==> src/rtl/fpu_cmd_issuer.sv <==
// fpu_cmd_issuer: initiator side of the FPU start/ready/done handshake.
// Buffers FP32 requests in a small FIFO, issues them one at a time to the FPU,
// and returns one tagged response (result, flags, status) per request, in order.
// Optional macro FPU_ISSUE_TIMEOUT_EN adds a WAIT-state timeout (status 10).
module fpu_cmd_issuer #(
  parameter int DEPTH       = 4,
  parameter int TAG_W       = 4,
  parameter int TIMEOUT_CYC = 64
) (
  input  logic             clk_i,
  input  logic             rst_i,
  input  logic             cmd_valid,
  output logic             cmd_ready,
  input  logic [31:0]      cmd_a,
  input  logic [31:0]      cmd_b,
  input  logic [1:0]       cmd_mode,
  input  logic [TAG_W-1:0] cmd_tag,
  output logic             fpu_start,
  output logic [31:0]      fpu_a,
  output logic [31:0]      fpu_b,
  output logic [1:0]       fpu_mode,
  input  logic             fpu_ready,
  input  logic             fpu_done,
  input  logic [31:0]      fpu_s,
  input  logic             fpu_zero,
  input  logic             fpu_nan,
  input  logic             fpu_inf,
  input  logic             fpu_error,
  output logic             rsp_valid,
  input  logic             rsp_ready,
  output logic [31:0]      rsp_result,
  output logic [3:0]       rsp_flags,
  output logic [1:0]       rsp_status,
  output logic [TAG_W-1:0] rsp_tag
);

  localparam int PTR_W = $clog2(DEPTH);
  localparam int ENT_W = 32 + 32 + 2 + TAG_W;

  localparam logic [1:0] ST_OK      = 2'b00;
  localparam logic [1:0] ST_ABORT   = 2'b01;
  localparam logic [1:0] ST_TIMEOUT = 2'b10;

  typedef enum logic [2:0] {S_IDLE, S_ISSUE, S_WAIT, S_CAPT, S_RESP} state_t;

  state_t state_q, state_d;

  logic [ENT_W-1:0] fifo_mem [DEPTH];
  logic [PTR_W:0]   wr_ptr_q, rd_ptr_q;
  logic             fifo_full, fifo_empty, push, pop;
  logic [ENT_W-1:0] head;

  logic [TAG_W-1:0] op_tag_q;
  logic             busy_seen_q;
  logic             wait_done, wait_abort, wait_tmo;

  assign fifo_empty = (wr_ptr_q == rd_ptr_q);
  assign fifo_full  = (wr_ptr_q[PTR_W] != rd_ptr_q[PTR_W]) &&
                      (wr_ptr_q[PTR_W-1:0] == rd_ptr_q[PTR_W-1:0]);
  assign push       = cmd_valid & cmd_ready;
  assign head       = fifo_mem[rd_ptr_q[PTR_W-1:0]];

  // Done wins over abort when the FPU shows ready and done together.
  assign wait_done  = (state_q == S_WAIT) & fpu_done;
  assign wait_abort = (state_q == S_WAIT) & ~fpu_done & fpu_ready & busy_seen_q;

`ifdef FPU_ISSUE_TIMEOUT_EN
  localparam int TMO_W = $clog2(TIMEOUT_CYC + 1);
  logic [TMO_W-1:0] tmo_cnt_q;

  // Count WAIT cycles since the operation was issued
  always_ff @(posedge clk_i) begin
    if (rst_i)                   tmo_cnt_q <= '0;
    else if (state_q == S_ISSUE) tmo_cnt_q <= '0;
    else if (state_q == S_WAIT)  tmo_cnt_q <= tmo_cnt_q + TMO_W'(1);
  end

  assign wait_tmo = (state_q == S_WAIT) & ~fpu_done & ~wait_abort &
                    (tmo_cnt_q == TMO_W'(TIMEOUT_CYC - 1));
`else
  assign wait_tmo = 1'b0;
`endif

  // Command FIFO storage; pop frees a slot only from the next cycle on
  always_ff @(posedge clk_i) begin
    if (push) fifo_mem[wr_ptr_q[PTR_W-1:0]] <= {cmd_a, cmd_b, cmd_mode, cmd_tag};
  end

  // FIFO pointers with an extra wrap bit for full/empty
  always_ff @(posedge clk_i) begin
    if (rst_i) begin
      wr_ptr_q <= '0;
      rd_ptr_q <= '0;
    end else begin
      if (push) wr_ptr_q <= wr_ptr_q + (PTR_W+1)'(1);
      if (pop)  rd_ptr_q <= rd_ptr_q + (PTR_W+1)'(1);
    end
  end

  // FSM state register
  always_ff @(posedge clk_i) begin
    if (rst_i) state_q <= S_IDLE;
    else       state_q <= state_d;
  end

  // FSM next-state logic
  always_comb begin
    state_d = state_q;
    unique case (state_q)
      S_IDLE:  if (pop) state_d = S_ISSUE;
      S_ISSUE: if (fpu_start) state_d = S_WAIT;
      S_WAIT: begin
        if (wait_done)                  state_d = S_CAPT;
        else if (wait_abort || wait_tmo) state_d = S_RESP;
      end
      S_CAPT:  state_d = S_RESP;
      S_RESP:  if (rsp_ready) state_d = S_IDLE;
      default: state_d = S_IDLE;
    endcase
  end

  // FSM outputs; start is held back while the FPU is not idle
  always_comb begin
    rsp_valid = (state_q == S_RESP);
    cmd_ready = ~fifo_full;
    pop       = (state_q == S_IDLE) & ~fifo_empty & fpu_ready & ~rsp_valid;
    fpu_start = (state_q == S_ISSUE) & fpu_ready & ~rsp_valid;
  end

  // Operand hold registers and response capture
  always_ff @(posedge clk_i) begin
    if (rst_i) begin
      fpu_a       <= '0;
      fpu_b       <= '0;
      fpu_mode    <= '0;
      op_tag_q    <= '0;
      busy_seen_q <= 1'b0;
      rsp_result  <= '0;
      rsp_flags   <= '0;
      rsp_status  <= '0;
      rsp_tag     <= '0;
    end else begin
      if (pop) {fpu_a, fpu_b, fpu_mode, op_tag_q} <= head;

      if (state_q == S_ISSUE)                   busy_seen_q <= 1'b0;
      else if (state_q == S_WAIT && !fpu_ready) busy_seen_q <= 1'b1;

      if (wait_done) rsp_flags <= {fpu_error, fpu_nan, fpu_inf, fpu_zero};

      if (wait_abort) begin
        rsp_flags  <= {fpu_error, fpu_nan, fpu_inf, fpu_zero};
        rsp_result <= '0;
        rsp_status <= ST_ABORT;
        rsp_tag    <= op_tag_q;
      end

      if (wait_tmo) begin
        rsp_flags  <= '0;
        rsp_result <= '0;
        rsp_status <= ST_TIMEOUT;
        rsp_tag    <= op_tag_q;
      end

      // fpu_s is written at the end of the FPU WRITE state, so it is valid only here
      if (state_q == S_CAPT) begin
        rsp_result <= fpu_s;
        rsp_status <= ST_OK;
        rsp_tag    <= op_tag_q;
      end
    end
  end

endmodule
==> config.mk <==
export PLATFORM = sky130hd
export DESIGN_NAME = fpu_cmd_issuer
export DESIGN_NICKNAME = d
export VERILOG_FILES = /design/src/rtl/fpu_cmd_issuer.sv
export SDC_FILE = /design/constraint.sdc
export NUM_CORES = 1
export LEC_CHECK = 0
export CAP_MARGIN = 5
export CORE_MARGIN = 2
export CORE_UTILIZATION = 40
export CTS_CLUSTER_SIZE = 20
export DETAILED_ROUTE_END_ITERATION = 12
export DONT_BUFFER_PORTS = 1
export GPL_TIMING_DRIVEN = 0
export PLACE_DENSITY = 0.6
export SETUP_SLACK_MARGIN = 0.1
export SYNTH_ARGS = -nofsm -noshare
export SYNTH_HDL_FRONTEND = slang
export SYNTH_SLANG_ARGS = --single-unit
==> constraint.sdc <==
create_clock -name clk_i -period 5.1 [get_ports clk_i]
set_input_delay 1.02 -clock clk_i [delete_from_list [all_inputs] [get_ports clk_i]]
set_output_delay 1.02 -clock clk_i [all_outputs]
set_load 0.02 [all_outputs]
[After elaboration in Yosys (flattened, before gate mapping)]
Memory sizes are Yosys's and may differ from the RTL's. A register that Yosys moved wholly into a read port is not among the register bits.
Index checks and enable logic that the tools add are counted.
Word-level totals
  bits in registers: 51
  bits in writable memories: 280
  input port bits: 112
  logic and storage cells: 59
  memories: 1
Cells by class
  add/subtract/negate cells: 2
  equality and inequality tests: 11
  muxes and demuxes: 14
  bitwise operators: 14
  reductions and logical operators: 9
Memory list
  fifo_mem: depth 4, bits a word 70, read ports 1, clocked after memory_dff 1, write ports 1, RTL line 48  | logic [ENT_W-1:0] fifo_mem [DEPTH];
Operators by type and width (count)
  two-way mux 32 bit: 2
  two-way mux 4 bit: 4
  two-way mux 3 bit: 5
  one-hot mux 3 bit (5 select lines): 1
  AND 1 bit: 10
  adder 3 x 1 -> 3 bit, second input constant: 2
  == test 3 x 2 -> 1 bit, second input constant: 2
  inequality test 2 bit, second input constant: 2
  inverter 1 bit: 4
  AND reduction 4 bit: 1
  nonzero test 2 bit: 2
  OR reduction 2 bit: 2
  == test 3 x 1 -> 1 bit, second input constant: 1
  == test 3 bit: 1
  == test 3 bit, second input constant: 1
  zero test 3 bit: 1
  inequality test 3 bit, second input constant: 1
  == test 2 bit: 1
  logical AND 1 bit: 2
  two-way mux 1 bit: 2
  inequality test 2 x 1 -> 1 bit, second input constant: 1
  zero test 1 bit: 1
  inequality test 1 bit: 1

[Logic depth before layout (Yosys ltp)]
  depth in word-level cells: 7
  depth in mapped cells: 7

[Worst setup path after synthesis]
No wires, ideal clock.
  path type: input to register
  start: input port cmd_valid
  end: memory fifo_mem[2][0] (netlist bit) (enable)
  setup time: 0.436 ns
  data arrival time: 2.964 ns
  required time: 4.664 ns
  slack: 1.700 ns
  stages on the path: 2
  path buffers: 0
  path through: o31a_1 -> and2_1
Between the ends
  longest elaborated chain between the ends: 3
Ends and longest elaborated chain
  from (decl): RTL line 12  | input logic cmd_valid,
  AND 1 bit: RTL line 60  | assign push = cmd_valid & cmd_ready;
  two-way mux 1 bit: RTL line 86  | if (push) fifo_mem[wr_ptr_q[PTR_W-1:0]] <= {cmd_a, cmd_b, cmd_mode, cmd_tag};
  two-way mux 1 bit (implied by the code): RTL line 86
  to (decl): RTL line 48
Every way passes these cells.

[Worst setup path after layout]
  start: register rd_ptr_q[0]
  end: output port cmd_ready
Between the ends
  longest elaborated chain between the ends: 3
Ends and longest elaborated chain
  from (decl): RTL line 49  | logic [PTR_W:0] wr_ptr_q, rd_ptr_q;
  from (signal assigned): RTL line 96  | if (pop) rd_ptr_q <= rd_ptr_q + (PTR_W+1)'(1);
  == test 2 bit: RTL line 59  | (wr_ptr_q[PTR_W-1:0] == rd_ptr_q[PTR_W-1:0]);
  logical AND 1 bit: RTL line 58  | assign fifo_full = (wr_ptr_q[PTR_W] != rd_ptr_q[PTR_W]) &&
  inverter 1 bit: RTL line 125  | cmd_ready = ~fifo_full;
  to (decl): RTL line 13  | output logic cmd_ready,
Every way passes these cells.

==> summary.txt <==
number of antenna repair diodes: 0
Cell Pwr Density: 477.8 mW/mm^2
fraction of the mapped netlist area in simple logic gates: 6.001%
Cell Count Post-Placement: 1,342
Yosys Warn Count: 0
remaining antenna violation count: 0
number of antenna violations at the first check in global routing: 1
DRC violations left: 0
Synth Area in XOR/XNOR: 0.4121%
required time at the worst-slack endpoint: 4080 ps
prevailing post-synth register cell: sky130_fd_sc_hd__edfxtp_1
initial core utilization: 40.78%
number of enable flip-flop cells after synthesis: 280
post-layout min period: 2921 ps
total of endpoints with negative setup slack in the final report: 0
setup repair after global routing missed its margin: false
post-route fraction of the period consumed by the critical path: 57.27%
max cap viols: 0
mux cell area share after synthesis: 11.43%
Data arrival, critical path: 1900 ps
area overhead of the layout relative to synthesis: 14.20%
# rows: 69
vias per cell: 5.226
total number of H-tree levels: 2
Post-Route WL: 30.71 mm
number of distinct library cells after synthesis: 41
RePlAce Congestion: 0.7157
share of async-settable or async-resettable flops after synthesis: 0%
Avg Synthesized Cell Area: 16.62 um^2
global-route wire length before repair: 46.78 mm
dpl hpwl: 19.32 mm
area share of the largest cell type after synthesis: 57.69%
worst clock skew: 21.72 ps
Resize count post-CTS: 0
worst rel slew slack: 34.96%
dominant cells by area after synthesis: sky130_fd_sc_hd__edfxtp_1, sky130_fd_sc_hd__dfxtp_1, sky130_fd_sc_hd__mux4_2, sky130_fd_sc_hd__nand2_1, sky130_fd_sc_hd__a21oi_1
maximum count of clock buffers along a single path: 3
post-synth design cell area: 0.01458 mm^2
final-report max-slew violation count: 0
total iterations of the first detailed-routing run: 4
main combinational cell family by area after synthesis: multiplexers
total via count in the routed design: 7,421
input/output buffers: 0
largest area contributor in the synthesized netlist: sky130_fd_sc_hd__edfxtp_1
adder-cell share of the synthesized area: 0.4292%
number of violations reported at the end of detailed-routing iteration 0: 422
number of flip-flops and latches in the synthesized netlist: 401
total I/O pin count: 223
horizontal extent of the die: 194.9 um
post-synthesis compound-gate area fraction: 5.279%
clock tree from TritonCTS: yes
aggregate global-route resource usage: 16.41%
share of the yosys chip area belonging to registers: 74.31%
reg2reg end: fifo_mem[2][33]
DIE HEIGHT: 194.9 um
fmax: 0.3424 GHz
final non-filler cell total: 1,420
via count of the first global-routing pass: 7,809
kind of end point of the critical path: output pin
crit path kind: flip-flop to output pin
number of buffers created by CTS: 43
internal reg-to-reg setup slack: 2370 ps
detailed-route wire length per cell: 21.63 um
launching element type of the critical path: flip-flop
number of failing hold endpoints at the final stage: 0
Post-Synthesis Net Count: 994
outcome: finished, final reports clean
VDD IR-drop max: 287.6 uV
clk_lat worst skew: 550 ps
core box area: 0.03574 mm^2
overall power: 7953 uW
Syn Inst Count: 877
leak pwr: 0.005358 uW
clk root buf: sky130_fd_sc_hd__clkbuf_16
accumulated negative setup slack: 0 ps
Setup Fix Bufs, Post-CTS: 0
clock transition at the registers of the reported paths: 60 ps
final global-route overflow total: 0
worst slew pin tran: 962.5 ps
CTS hold repair buffers: 0
largest driver fanout on the critical path: 9
classification of the worst-slack hold path: flip-flop to flip-flop
destination of the worst hold path: op_tag_q[3]
source of the worst hold timing path: op_tag_q[3]
startpoint of the worst-slack reg-to-reg timing path: rd_ptr_q[0]
layout cells sized above 1: 20.13%
pin count of the biggest net entering global routing: 42
logic depth of the worst register-to-register path: 5
Die Area: 0.03798 mm^2
count of cells along the worst hold path: 2
nets: 1,043
clock sinks: 401
## flip-flops by register name, indices dropped and copies added, names as in the netlist, 2 cells and up
signal	flops
fpu_a	32
state_q	3
rd_ptr_q	3
fpu_b	32
rsp_flags	4
wr_ptr_q	3
fifo_mem	280
rsp_tag	4
fpu_mode	2
op_tag_q	4
rsp_result	32
## cell type report
type | instances | area [um^2]
sequential | 401 | 10830
clock buffer | 64 | 1205
multi-input combinational | 419 | 3447
clock inverter | 14 | 167.7
timing repair buffer | 4 | 110.1
fill | 3153 | 19100
buffer | 53 | 292.8
tap | 461 | 576.8
inverter | 4 | 15.01
## logic make-up (layout without fill, tap and decap cells)
family / after synthesis / count (layout)
buf+inv: 57 / 139
other cells: 1 / 1
xor+xnor: 6 / 6
fa+ha+maj: 5 / 5
mux: 79 / 79
compound gates: 121 / 121
flops: 401 / 401
simple gates: 207 / 207
## how the worst max path moves through the flow
stage                            from               to  slack [ps]
final                     rd_ptr_q[0]        cmd_ready        2180
after floorplan             cmd_valid   fifo_mem[2][0]        1700
after global routing      rd_ptr_q[0]        cmd_ready        2100
after detailed placement    fpu_ready        fpu_start        2250
after CTS                 rd_ptr_q[0]        cmd_ready        2140
after global placement    rd_ptr_q[0]  fifo_mem[2][37]         110
## layer usage
metal	vias up	GRT usage [%]	part of all wire [%]
li1	3425	-	-
met1	3733	19.62	40
met2	223	28.02	50
met3	40	5.466	8.5
met4	0	5.344	1.9
met5	-	0	0
## report_power, final
part	internal (uW)	total [uW]	switching [uW]	leakage (uW)
Combinational	440	987	548	0.00114
Sequential	3720	3950	233	0.00355
Clock	1800	3010	1220	0.000665
## synthesized netlist by cell type, drive strengths merged (2+ instances only)
master  count
a21oi      77
a22oi      32
and2        6
buf        30
clkbuf     23
dfxtp     121
edfxtp    280
ha          5
inv         4
mux2i       9
mux4       70
nand2     142
nand2b      2
nor2       46
nor3        4
o21ai       3
o31a        2
o31ai       2
or3         2
xnor2       3
xor2        3
## critical path, cell delays in order, from the launching register on
cell and delay [ps]:
sky130_fd_sc_hd__dfxtp_1 350, sky130_fd_sc_hd__buf_4 250, sky130_fd_sc_hd__xor2_1 430, sky130_fd_sc_hd__or3_1 320
## layout by cell type (no fill, tap or decap), drive strengths merged, types with 4 or more instances in the layout
master	Yosys	final
clkinv	0	6
clkbuf	23	87
a22oi	32	32
and2	6	6
ha	5	5
mux2i	9	9
nor2	46	46
dfxtp	121	121
buf	30	34
mux4	70	70
inv	4	8
edfxtp	280	280
nand2	142	142
nor3	4	4
a21oi	77	77
## through the flow
| stage | hold WS, ps | cell area [um^2] | utilization, % | worst slack [ps] |
|---|---|---|---|---|
| 2_1_floorplan | 435.7 | 14580 | - | 1700 |
| 3_3_place_gp | 442.6 | 15150 | 42.39 | 106.0 |
| 3_5_place_dp | 448.6 | 15270 | 42.73 | 2250 |
| 4_1_cts | 456.8 | 16640 | 46.57 | 2136 |
| 5_1_grt | 467.3 | 16640 | 46.57 | 2101 |
| 6_report | 451.2 | 16640 | 46.57 | 2179 |
Power figures use the tool's default switching activity.
==> RTL edit 1: new RTL, same settings <==
Re-encode `state_t` (5 states) as Gray code, 3 bits wide.
--- a/src/rtl/fpu_cmd_issuer.sv
+++ b/src/rtl/fpu_cmd_issuer.sv
@@ -41,7 +41,7 @@
   localparam logic [1:0] ST_ABORT   = 2'b01;
   localparam logic [1:0] ST_TIMEOUT = 2'b10;
 
-  typedef enum logic [2:0] {S_IDLE, S_ISSUE, S_WAIT, S_CAPT, S_RESP} state_t;
+  typedef enum logic [2:0] {S_IDLE = 3'b000, S_ISSUE = 3'b001, S_WAIT = 3'b011, S_CAPT = 3'b010, S_RESP = 3'b110} state_t;
 
   state_t state_q, state_d;
 
Check against the original RTL: same outputs for any inputs over 4 cycles, from zero or initial values and one cycle with rst_i high; so few cycles prove little.
==> RTL edit 1 against the original RTL <==
Total power is 2.6% higher; synthesized area is 0.69% higher; wire length is 1.6% higher; critical endpoint unchanged; sequential cell count stayed put; highest routed layer is now met5; largest power group unchanged; largest cell class unchanged; setup slack better by 0.028 ns; clock power is 4% higher; cell area is 1.2% higher; critical path type unchanged; final cell count is 0.92% higher.
==> RTL edit 1: results (changes against the original RTL) <==
.. list-table::
   :header-rows: 1

   * - Metric
     - Value
   * - Final hold slack
     - 0.481 ns (+0.0293 ns)
   * - Final worst clock skew
     - 0.0158 ns (-0.00593 ns)
   * - Routing usage on met2
     - 0.280 (about the same)
   * - Slowest stage cell on the critical path
     - sky130_fd_sc_hd__or3_1
   * - Largest cells by area after synthesis
     - sky130_fd_sc_hd__edfxtp_1 57%, sky130_fd_sc_hd__dfxtp_1 17%, sky130_fd_sc_hd__mux4_2 11%
   * - Synth Area in Compound Gates
     - 0.0544 (+0.00160)
   * - Number of filler cells placed in the layout
     - 3,157 (+0.13%)
   * - GR Util All Layers
     - 0.166 (+0.00178)
   * - Clk. pwr
     - 3.14 mW (+4%)
   * - Post-synthesis adder-cell area fraction
     - 0.00426 (-0.0000293)
   * - Transition at the pin with the smallest max-transition slack
     - 1.04 ns (+0.0771 ns)
   * - Share of post-route cells with drive strength above 1
     - 0.234 (+0.0329)
   * - Worst-Skew Late Latency
     - 0.57 ns (+0.02 ns)
   * - Cts bufs inserted
     - 43 (unchanged)
   * - Ranking of synthesized cells by instance count
     - 280 x sky130_fd_sc_hd__edfxtp_1, 123 x sky130_fd_sc_hd__nand2_1, 121 x sky130_fd_sc_hd__dfxtp_1, 70 x sky130_fd_sc_hd__mux4_2, 57 x sky130_fd_sc_hd__a21oi_1
   * - Power after layout
     - 8.16 mW (+2.6%)
   * - Antenna violations before repair
     - 0 (-1)
   * - Wire length of the first global-routing pass
     - 47,400 µm (+1.2%)
   * - Cell variety after synth
     - 39 (-4.9%)
   * - Dpl hpwl
     - 20,000 µm (+3.3%)
   * - Switching component of the power
     - 2.11 mW (+5.4%)
   * - Share of synthesized area spent on multiplexers
     - 0.114 (-0.000780)
   * - Crit-path leading delay family
     - simple AND/OR/NAND/NOR gates
   * - Top Layer Used
     - met5
   * - Critical path data arrival time
     - 1.87 ns (-0.03 ns)
   * - Status
     - completed
   * - Register-to-register setup slack
     - 2.45 ns (+0.08 ns)
   * - Power in sequential cells
     - 3.99 mW (+1%)
   * - RePlAce Congestion
     - 0.694 (-3.1%)
   * - GRT met1 Usage
     - 0.195 (-0.00141)
   * - Portion of the post-synthesis area used by sequential elements
     - 0.738 (-0.00507)
   * - Routed met2 length
     - 15,200 µm (-0.37%)
   * - Delay of the slowest cell on the worst path
     - 0.47 ns (+0.04 ns)
   * - Met3 capacity usage during global routing
     - 0.0570 (+0.00234)
   * - Count of nets after finishing
     - 1,048 (+0.48%)
   * - Endpoint with the worst hold slack
     - op_tag_q[1]$_SDFFE_PP0P_
   * - Post-Synth XOR/XNOR Area
     - 0.00597 (+0.00185)
   * - Vias
     - 7,442 (+0.28%)
   * - Drt wl/cell
     - 21.8 µm (+0.64%)
   * - Worst reg2reg endpoint
     - fifo_mem[3][54]$_DFFE_PP_
   * - Vias in the first global route
     - 7,816 (+0.090%)
   * - Amount of wire on met3 after detailed routing
     - 2750 µm (+5.6%)
   * - Peak supply drop
     - 0.354 mV (+23%)
   * - Worst hold start
     - op_tag_q[1]$_SDFFE_PP0P_
==> RTL edit 1: cell types whose count changed after synthesis, moves of 3 or more <==
cell,unedited run,this run
sky130_fd_sc_hd__a21oi_1,67,57
sky130_fd_sc_hd__a21oi_2,10,20
sky130_fd_sc_hd__nand2_2,10,20
sky130_fd_sc_hd__nand2_1,132,123
sky130_fd_sc_hd__buf_2,18,24
sky130_fd_sc_hd__inv_1,4,7
==> RTL edit 1: layout make-up <==
cell class	instances	area share
flip-flops and latches	401	0.643
multi-input cells	420	0.210
clock buffers	66	0.0770
well taps	468	0.0348
plain buffers	54	0.0176
clock inverters	13	0.00973
repair buffers	4	0.00654
inverters	7	0.00171
==> RTL edit 1: through the flow <==
stage,instances,setup WS [ns],cell area [µm²]
3_5_place_dp,1354,2.40,15400
3_3_place_gp,1350,0.104,15300
2_1_floorplan,882,1.76,14700
6_report,1433,2.21,16800
5_1_grt,1433,2.09,16800
4_1_cts,1433,2.11,16800
==> RTL edit 2: new RTL, same settings <==
Made on the original files. The option `FPU_ISSUE_TIMEOUT_EN` is turned on by a define.
--- a/src/rtl/fpu_cmd_issuer.sv
+++ b/src/rtl/fpu_cmd_issuer.sv
@@ -2,6 +2,8 @@
 // Buffers FP32 requests in a small FIFO, issues them one at a time to the FPU,
 // and returns one tagged response (result, flags, status) per request, in order.
 // Optional macro FPU_ISSUE_TIMEOUT_EN adds a WAIT-state timeout (status 10).
+`define FPU_ISSUE_TIMEOUT_EN
+
 module fpu_cmd_issuer #(
   parameter int DEPTH       = 4,
   parameter int TAG_W       = 4,
Formal check against the unedited RTL: same outputs for any inputs over 4 cycles, from zero or initial values and one cycle with rst_i high; that may be too few to reach the edited logic, so the function may still have changed.
==> RTL edit 2 against the original RTL <==
Non-clock buffer count is 1 lower; register-to-register slack better by 0.09 ns; clock skew fell by 0.0041 ns; cell area rose by 1.6%; total power shrank 1.1%; synthesized area grew 2.2%; sequential power rose by 2%; final cell count rose by 1.7%; first-iteration DRC count decreased by 38%; highest routed layer unchanged; global-route usage fell by 0.19 points; wire length is 1.9% higher; utilization fell by 0.36 points; setup slack got worse by 0.0085 ns; sequential cell count up 8; critical path type unchanged.
==> RTL edit 2: results (changes against the original RTL) <==
.. list-table::
   :header-rows: 1

   * - Metric
     - Value
   * - Status
     - completed
   * - Worst reg2reg endpoint
     - fifo_mem[3][19]$_DFFE_PP_
   * - Register-to-register setup slack
     - 2.46 ns (+0.09 ns)
   * - Largest cells by area after synthesis
     - sky130_fd_sc_hd__edfxtp_1 56%, sky130_fd_sc_hd__dfxtp_1 17%, sky130_fd_sc_hd__mux4_2 11%
   * - Portion of the post-synthesis area used by sequential elements
     - 0.738 (-0.00535)
   * - Final worst clock skew
     - 0.0176 ns (-0.00408 ns)
   * - Crit-path leading delay family
     - simple AND/OR/NAND/NOR gates
   * - Most frequently used flop master after synthesis
     - sky130_fd_sc_hd__edfxtp_1
   * - Routing usage on met2
     - 0.282 (+0.00227)
   * - First-iteration detailed-routing DRC count
     - 260 (-38%)
   * - Top Layer Used
     - met4
   * - Count of nets after finishing
     - 1,060 (+1.6%)
   * - GRT met1 Usage
     - 0.184 (-0.0127)
   * - Instance area at placement
     - 15,600 µm² (+2.2%)
   * - Worst-path maximum fanout
     - 9 (unchanged)
   * - M1 WL
     - 12,300 µm (+0.52%)
   * - Delay of the slowest cell on the worst path
     - 0.47 ns (+0.04 ns)
   * - Routed met2 length
     - 15,500 µm (+1.2%)
   * - Share of post-route cells with drive strength above 1
     - 0.189 (-0.0127)
   * - RePlAce Congestion
     - 0.749 (+4.7%)
   * - Post-synthesis net count
     - 1,011 (+1.7%)
   * - Antenna violations before repair
     - 0 (-1)
   * - Amount of wire on met3 after detailed routing
     - 2750 µm (+5.6%)
   * - Slowest stage cell on the critical path
     - sky130_fd_sc_hd__or3_1
   * - Cell variety after synth
     - 43 (+4.9%)
   * - Clock slew seen by the registers of the worst setup and hold paths
     - 0.06 ns (about the same)
   * - Ranking of synthesized cells by instance count
     - 280 x sky130_fd_sc_hd__edfxtp_1, 148 x sky130_fd_sc_hd__nand2_1, 129 x sky130_fd_sc_hd__dfxtp_1, 78 x sky130_fd_sc_hd__a21oi_1, 70 x sky130_fd_sc_hd__mux4_2
   * - Peak supply drop
     - 0.277 mV (-3.7%)
   * - Leakage dissipation
     - 5.49 nW (+2.5%)
   * - Number of enable flip-flop cells after synthesis
     - 280 (unchanged)
   * - Dpl hpwl
     - 19,900 µm (+2.7%)
   * - Max transition margin
     - 0.405 (+0.0553)
   * - Maximum number of pins on one net before global-route repair
     - 47 (+12%)
   * - Vias in the first global route
     - 8,066 (+3.3%)
   * - Vias
     - 7,541 (+1.6%)
   * - GR Util All Layers
     - 0.162 (-0.00192)
   * - Max FFs per register
     - 280 (unchanged)
   * - Met3 capacity usage during global routing
     - 0.0595 (+0.00489)
   * - Total Routed Length
     - 31,300 µm (+1.9%)
   * - Wire length of the first global-routing pass
     - 47,000 µm (+0.47%)
   * - Worst-Skew Late Latency
     - roughly 0.56 ns
   * - Port buffer count
     - 0 (unchanged)
## RTL edit 2: cell families after synthesis
kind of cell / Yosys count / synth area share
AND/OR/NAND/NOR: 202 / 0.0605
multiplexers: 75 / 0.109
XOR/XNOR: 13 / 0.00865
flip-flops: 409 / 0.738
buffers and inverters: 57 / 0.0224
AO/OA/AOI/OAI: 131 / 0.0565
adder cells (fa/ha/maj): 6 / 0.00504
## RTL edit 2: report_power, final
group          internal, mW  switching (mW)
registers              3.78           0.228
logic                 0.436           0.538
clock network          1.63            1.25
## RTL edit 2: worst register-to-register path: stages (launching register included)
cell and delay, ns:
sky130_fd_sc_hd__dfxtp_1 0.33, sky130_fd_sc_hd__buf_2 0.34, sky130_fd_sc_hd__xor2_2 0.21, sky130_fd_sc_hd__o311ai_0 0.73, sky130_fd_sc_hd__inv_4 0.39, sky130_fd_sc_hd__buf_16 0.32
## RTL edit 2: metrics by stage
| stage | util | hold WS [ns] | instances | power, mW | worst slack (ns) |
|---|---|---|---|---|---|
| finish | 0.462 | 0.462 | 1444 | 7.86 | 2.17 |
| global route | 0.462 | 0.485 | 1444 | 8.22 | 2.08 |
| CTS | 0.462 | 0.464 | 1444 | 7.99 | 2.11 |
| detailed placement | 0.426 | 0.455 | 1365 | 5.09 | 2.21 |
| global placement | 0.423 | 0.448 | 1361 | 5.08 | 0.0960 |
| floorplan | - | 0.437 | 893 | 4.80 | 1.76 |
## RTL edit 2: layout make-up
class / count / area, µm²
inverters: 5 / 21.3
repair buffers: 4 / 110
well taps: 468 / 586
multi-input cells: 427 / 3580
clock buffers: 54 / 1170
clock inverters: 25 / 145
fillers: 3195 / 19700
plain buffers: 52 / 315
flip-flops and latches: 409 / 11000
